File: src/rtl/writeback_arbiter.sv
// Round-robin arbiter sharing the register-file write port between execution pipes.
// Optional performance counters are enabled with `define WB_ARB_PERF_CNT_EN.
module writeback_arbiter #(
    parameter int unsigned NUM_PORTS  = 4,
    parameter int unsigned DATA_WIDTH = 32,
    parameter int unsigned REG_WIDTH  = 5,
    localparam int unsigned PTR_W     = (NUM_PORTS > 1) ? $clog2(NUM_PORTS) : 1,
    localparam int unsigned CNT_W     = 32
) (
    input  logic                            clk,
    input  logic                            rst,
    input  logic [NUM_PORTS-1:0]            req_valid,
    input  logic [NUM_PORTS*REG_WIDTH-1:0]  req_rd,
    input  logic [NUM_PORTS*DATA_WIDTH-1:0] req_data,
    input  logic [NUM_PORTS-1:0]            req_register_write,
    output logic [NUM_PORTS-1:0]            req_ready,
    output logic                            wb_valid,
    output logic [REG_WIDTH-1:0]            wb_rd,
    output logic [DATA_WIDTH-1:0]           wb_data,
    output logic                            wb_register_write,
    output logic [PTR_W-1:0]                wb_port
`ifdef WB_ARB_PERF_CNT_EN
    ,
    output logic [CNT_W-1:0]                conflict_cycles,
    output logic [NUM_PORTS*CNT_W-1:0]      stall_cycles
`endif
);

    logic [PTR_W-1:0]      rr_ptr;
    logic [NUM_PORTS-1:0]  grant;
    logic                  found;
    logic [PTR_W-1:0]      sel_idx;
    logic [REG_WIDTH-1:0]  sel_rd;
    logic [DATA_WIDTH-1:0] sel_data;
    logic                  sel_wr;
    int unsigned           pos;

    logic [REG_WIDTH-1:0]  rd_arr   [NUM_PORTS];
    logic [DATA_WIDTH-1:0] data_arr [NUM_PORTS];

    // Unpack flat per-port payload buses.
    always_comb begin
        for (int i = 0; i < int'(NUM_PORTS); i++) begin
            rd_arr[i]   = req_rd[i*REG_WIDTH +: REG_WIDTH];
            data_arr[i] = req_data[i*DATA_WIDTH +: DATA_WIDTH];
        end
    end

    // First valid requester at or after rr_ptr, wrapping modulo NUM_PORTS.
    always_comb begin
        grant    = '0;
        found    = 1'b0;
        sel_idx  = '0;
        sel_rd   = '0;
        sel_data = '0;
        sel_wr   = 1'b0;
        pos      = 0;
        for (int unsigned k = 0; k < NUM_PORTS; k++) begin
            pos = 32'(rr_ptr) + k;
            if (pos >= NUM_PORTS) begin
                pos = pos - NUM_PORTS;
            end
            if (!found && req_valid[PTR_W'(pos)]) begin
                found                = 1'b1;
                grant[PTR_W'(pos)]   = 1'b1;
                sel_idx              = PTR_W'(pos);
                sel_rd               = rd_arr[PTR_W'(pos)];
                sel_data             = data_arr[PTR_W'(pos)];
                sel_wr               = req_register_write[PTR_W'(pos)];
            end
        end
    end

    // No acceptance while reset is held; pending requests are re-presented afterwards.
    assign req_ready = rst ? '0 : grant;

    always_ff @(posedge clk) begin
        if (rst) begin
            rr_ptr <= '0;
        end else if (found) begin
            rr_ptr <= (32'(sel_idx) == NUM_PORTS - 1) ? '0 : sel_idx + PTR_W'(1);
        end
    end

    // Writeback bundle; payload fields hold across idle cycles, x0 writes are dropped.
    always_ff @(posedge clk) begin
        if (rst) begin
            wb_valid          <= 1'b0;
            wb_rd             <= '0;
            wb_data           <= '0;
            wb_register_write <= 1'b0;
            wb_port           <= '0;
        end else begin
            wb_valid          <= found;
            wb_register_write <= found && sel_wr && (|sel_rd);
            if (found) begin
                wb_rd   <= sel_rd;
                wb_data <= sel_data;
                wb_port <= sel_idx;
            end
        end
    end

`ifdef WB_ARB_PERF_CNT_EN
    logic [CNT_W-1:0] stall_cnt [NUM_PORTS];

    // Saturating counters: contention cycles and per-port stalled-request cycles.
    always_ff @(posedge clk) begin
        if (rst) begin
            conflict_cycles <= '0;
            for (int i = 0; i < int'(NUM_PORTS); i++) begin
                stall_cnt[i] <= '0;
            end
        end else begin
            if (($countones(req_valid) >= 2) && (conflict_cycles != '1)) begin
                conflict_cycles <= conflict_cycles + CNT_W'(1);
            end
            for (int i = 0; i < int'(NUM_PORTS); i++) begin
                if (req_valid[i] && !grant[i] && (stall_cnt[i] != '1)) begin
                    stall_cnt[i] <= stall_cnt[i] + CNT_W'(1);
                end
            end
        end
    end

    always_comb begin
        for (int i = 0; i < int'(NUM_PORTS); i++) begin
            stall_cycles[i*CNT_W +: CNT_W] = stall_cnt[i];
        end
    end
`endif

endmodule

File: config.mk
export PLATFORM = sky130hd
export DESIGN_NAME = writeback_arbiter
export DESIGN_NICKNAME = d
export VERILOG_FILES = /design/src/rtl/writeback_arbiter.sv
export SDC_FILE = /design/constraint.sdc
export NUM_CORES = 1
export LEC_CHECK = 0
export CORE_AREA = 8 8 168 122
export DETAILED_ROUTE_END_ITERATION = 12
export DIE_AREA = 0 0 176 130
export PLACE_DENSITY = 0.62
export SYNTH_ARGS = -nofsm -noshare
export SYNTH_HDL_FRONTEND = slang
export SYNTH_SLANG_ARGS = --single-unit
File: constraint.sdc
create_clock -name clk -period 5.1 [get_ports clk]
set_input_delay 1.53 -clock clk [delete_from_list [all_inputs] [get_ports clk]]
set_output_delay 1.53 -clock clk [all_outputs]
set_load 0.005 [all_outputs]
==> summary.md <==
| Metric | Value |
|---|---|
| Startpoint type of the worst setup path | primary input |
| Placeable core region | 17,800 um2 |
| Aggregate global-route resource usage | 20.75% |
| Number of buffers created by CTS | 5 |
| Detailed Route WL | 25,140 um |
| Count of TritonRoute iterations in the first routing pass | 4 |
| Synth warn | 0 |
| Register clock-pin slew on the reported worst setup and hold paths | 70 ps |
| Per-cell routed wire length | 23.77 um |
| Count of fill cells added during filler insertion | 1,662 |
| Cell taking the most area after synthesis | mux4_2 |
| Commonest cells in the netlist | 78 x mux4_2, 58 x nand2_1, 47 x o21ai_0 |
| Cell area after synthesis | 6131 um2 |
| DRC viols | 0 |
| Most numerous cell on the critical path | dlygate4sd2_1 |
| Crit end category | output port |
| Endpoints failing hold | 0 |
| Pre-CTS setup slack | -302.3 ps |
| Remaining Overflow, GRT | 0 |
| Proportion of synthesized flip-flops having asynchronous set or reset | 0% |
| Number of setup violations in the final report | 0 |
| Worst EP required | 3570 ps |
| Max-slew violation total from the final report | 0 |
| Relative slew slack | 31.51% |
| Count of routing violations after the opening detailed-route iteration | ~660 |
| Status | finished clean |
| Setup total negative slack | 0 ps |
| Num Clock Sinks | 43 |
| Fraction of final layout cells sized beyond drive strength 1 | 20.88% |
| Top FF cell, synth | dfxtp_1 |
| Gate Count Post-Synth | 645 |
| Static leakage power | 2.958 nW |
| Total vias in the final route | 6,820 |
| Period utilization | 98.91% |
| Sequential element share of the synthesized area | 14.04% |
| Latest clock arrival within the worst-skew pair | 290 ps |
| Area share of the largest cell type after synthesis | 28.65% |
| Time the worst path needs with I/O delays and setup | 5044 ps |
| Largest fanout on the critical path | 5 |
| Antenna violations before repair | 4 |
| Dpl hpwl | approximately 18,000 um |
| Vert. Die Dim | 130 um |
| H-Tree Level Count | 2 |
| Initial core utilization | 34.44% |
| Largest net degree at the start of global routing | about 150 |
| Number of global-route vias before repair | about 6,900 |
| CTS tree | done |
| F_max | between 150 and 200 MHz |
| Slowest stage cell, crit path | mux4_2 |
| Post-synthesis register bit count | 43 |
| Worst-case register-to-register setup slack | 1330 ps |
| Total Nets Final | 982 |
| Startpoint-to-endpoint class of the critical path | primary input to output port |
| Crit path largest cell delay | 550 ps |
| Count of flip-flops with a built-in enable after synthesis | 0 |
| Arrival time reported for the critical path endpoint | 3510 ps |
| Number of buffers inserted by port buffering | 202 |
| Class of the tightest hold or removal check | register to register |
| First-pass GRT wire length | 38,080 um |
| Final setup margin | ~56 ps |
| Worst clock skew | 10.73 ps |
| IO Pins | just over 200 |
| Final weighted congestion in routability-driven placement | 0.8727 |
| Total die area | 22,880 um2 |
| Relative area change from synthesis to final layout | 39.94% |
| Power per standard cell area | between 500 and 600 nW/um2 |
| Synth top area cells | mux4_2 29%, dfxtp_1 14%, mux2i_1 6.4%, mux2_2 6.2%, a221o_1 4.1% |
| Remaining number of nets flagged by the antenna check after routing | 0 |
| CTS max path bufs | 2 |
| Number of distinct library cells after synthesis | 53 |
| Slew @ Worst Pin | ~1000 ps |
| Max-cap violations | 0 |
| Net Count, Synth | 809 |
| Worst voltage drop across the vdd grid | 0.0004650 V |
| Horizontal die dimension | 176 um |
| Critical Path, Cell by Cell | dlygate4sd2_1, mux4_2, buf_8, buf_4, a221o_1, o21ai_0, a21oi_1, dlygate4sd2_1 |
| Unrepaired setup endpoints after global routing | false |
| Kind of cell adding the most delay to the critical path | buffers and inverters |
| Post-Synthesis Mean Instance Area | 9.505 um2 |
| Root buffer selected by CTS | clkbuf_16 |
| Rows | 41 |
| CTS Hold Bufs | 0 |
| Worst Path Buf+Inv | 4 |
| Most frequent cell after synthesis | mux4_2 |
| Vias per std cell | 6.446 |
[worst reg2reg max path: stages, from the launching register on]
cell,delay [ps]
dfxtp_4,630
inv_1,170
ha_4,510
buf_4,670
nand2_1,390
nor2_1,580
buf_4,300
a221o_1,160
o21ai_0,80
a31oi_1,200
[cell families after synthesis]
logic type / Yosys count / synth area share, %
buf+inv: 79 / 6.184
simple gates: 145 / 10.80
mux: 151 / 41.27
fa+ha+maj: 6 / 1.224
flops: 43 / 14.04
compound gates: 220 / 26.35
xor+xnor: 1 / 0.1429
[repair_timing]
| item | 4_1_cts | 5_1_grt |
|---|---|---|
| buffers inserted | 3 | 0 |
| gates resized for setup | 13 | 0 |
| endpoints found under the hold margin | 0 | 0 |
| endpoints found under the setup margin | 4 | 0 |
[final cells by class]
cell class              count  area [um2]  share of cell area [%]
diodes                      3       7.507                 0.08750
clock buffers               8       156.4                   1.823
flip-flops and latches     43       868.3                   10.12
repair buffers            239        2305                   26.86
multi-input cells         523        4925                   57.40
inverters                   6       22.52                  0.2625
well taps                 236       295.3                   3.442
[worst paths after layout]
kind,to,start,depth (start not counted)
setup reg to reg,wb_data[3],register,9
hold / removal,wb_port[1],wb_port[1],2
setup / recovery,req_ready[3],req_valid[1],8
hold reg to reg,wb_port[1],wb_port[1],2
[metal layers]
metal	vias up	track usage, %	routed length [um]
met5	-	0	20
met4	4	4.970	371
met3	34	4.387	1863
met2	302	34.96	11850
met1	3439	26.92	11040
li1	3041	-	-
[flip-flops by register name, summed over array words and instances (netlist names), named ones only]
signal / count
wb_data: 32
wb_rd: 5
wb_port: 2
rr_ptr: 1
wb_register_write: 1
wb_valid: 1
[where the power goes]
group	total [W]	switching, W	internal, W
registers	0.000651	0.000152	0.000499
clock network	0.000354	0.000144	0.000209
logic	0.00375	0.00186	0.00189
[per-stage QoR]
step	area (um2)	hold WS, ps	instances	power, W	utilization, %
2_1_floorplan	6131	452.7	645	0.003169	-
3_3_place_gp	8383	447.0	1044	0.004241	47.09
3_5_place_dp	8383	464.7	1044	0.004340	47.09
4_1_cts	8572	474.3	1055	0.004743	48.15
5_1_grt	8577	485.9	1057	0.005079	48.18
6_report	8579	471.6	1058	0.004758	48.20
[placed cells by master, fill, tap and decap left out, types with 4 or more instances in the layout]
cell type	synthesis	routed
and3_1	4	4
a221oi_1	12	12
buf_4	14	35
mux4_2	78	78
o21ai_0	47	47
a311oi_1	4	4
dfxtp_1	43	41
a22oi_1	5	5
clkdlybuf4s50_1	0	193
dlygate4sd2_1	0	8
o22ai_1	9	9
nand3_1	5	5
nor2b_1	5	4
mux2_2	34	34
clkbuf_16	0	5
a31oi_1	20	20
a21oi_1	27	27
a211oi_1	5	5
nand2b_1	7	7
inv_1	5	5
or3_1	5	5
a222oi_1	20	20
mux2i_1	39	39
ha_1	6	5
a22o_1	19	19
a221o_1	25	25
nor2_1	43	43
a32oi_1	11	11
nand2_1	58	58
Power figures use the tool's default switching activity.
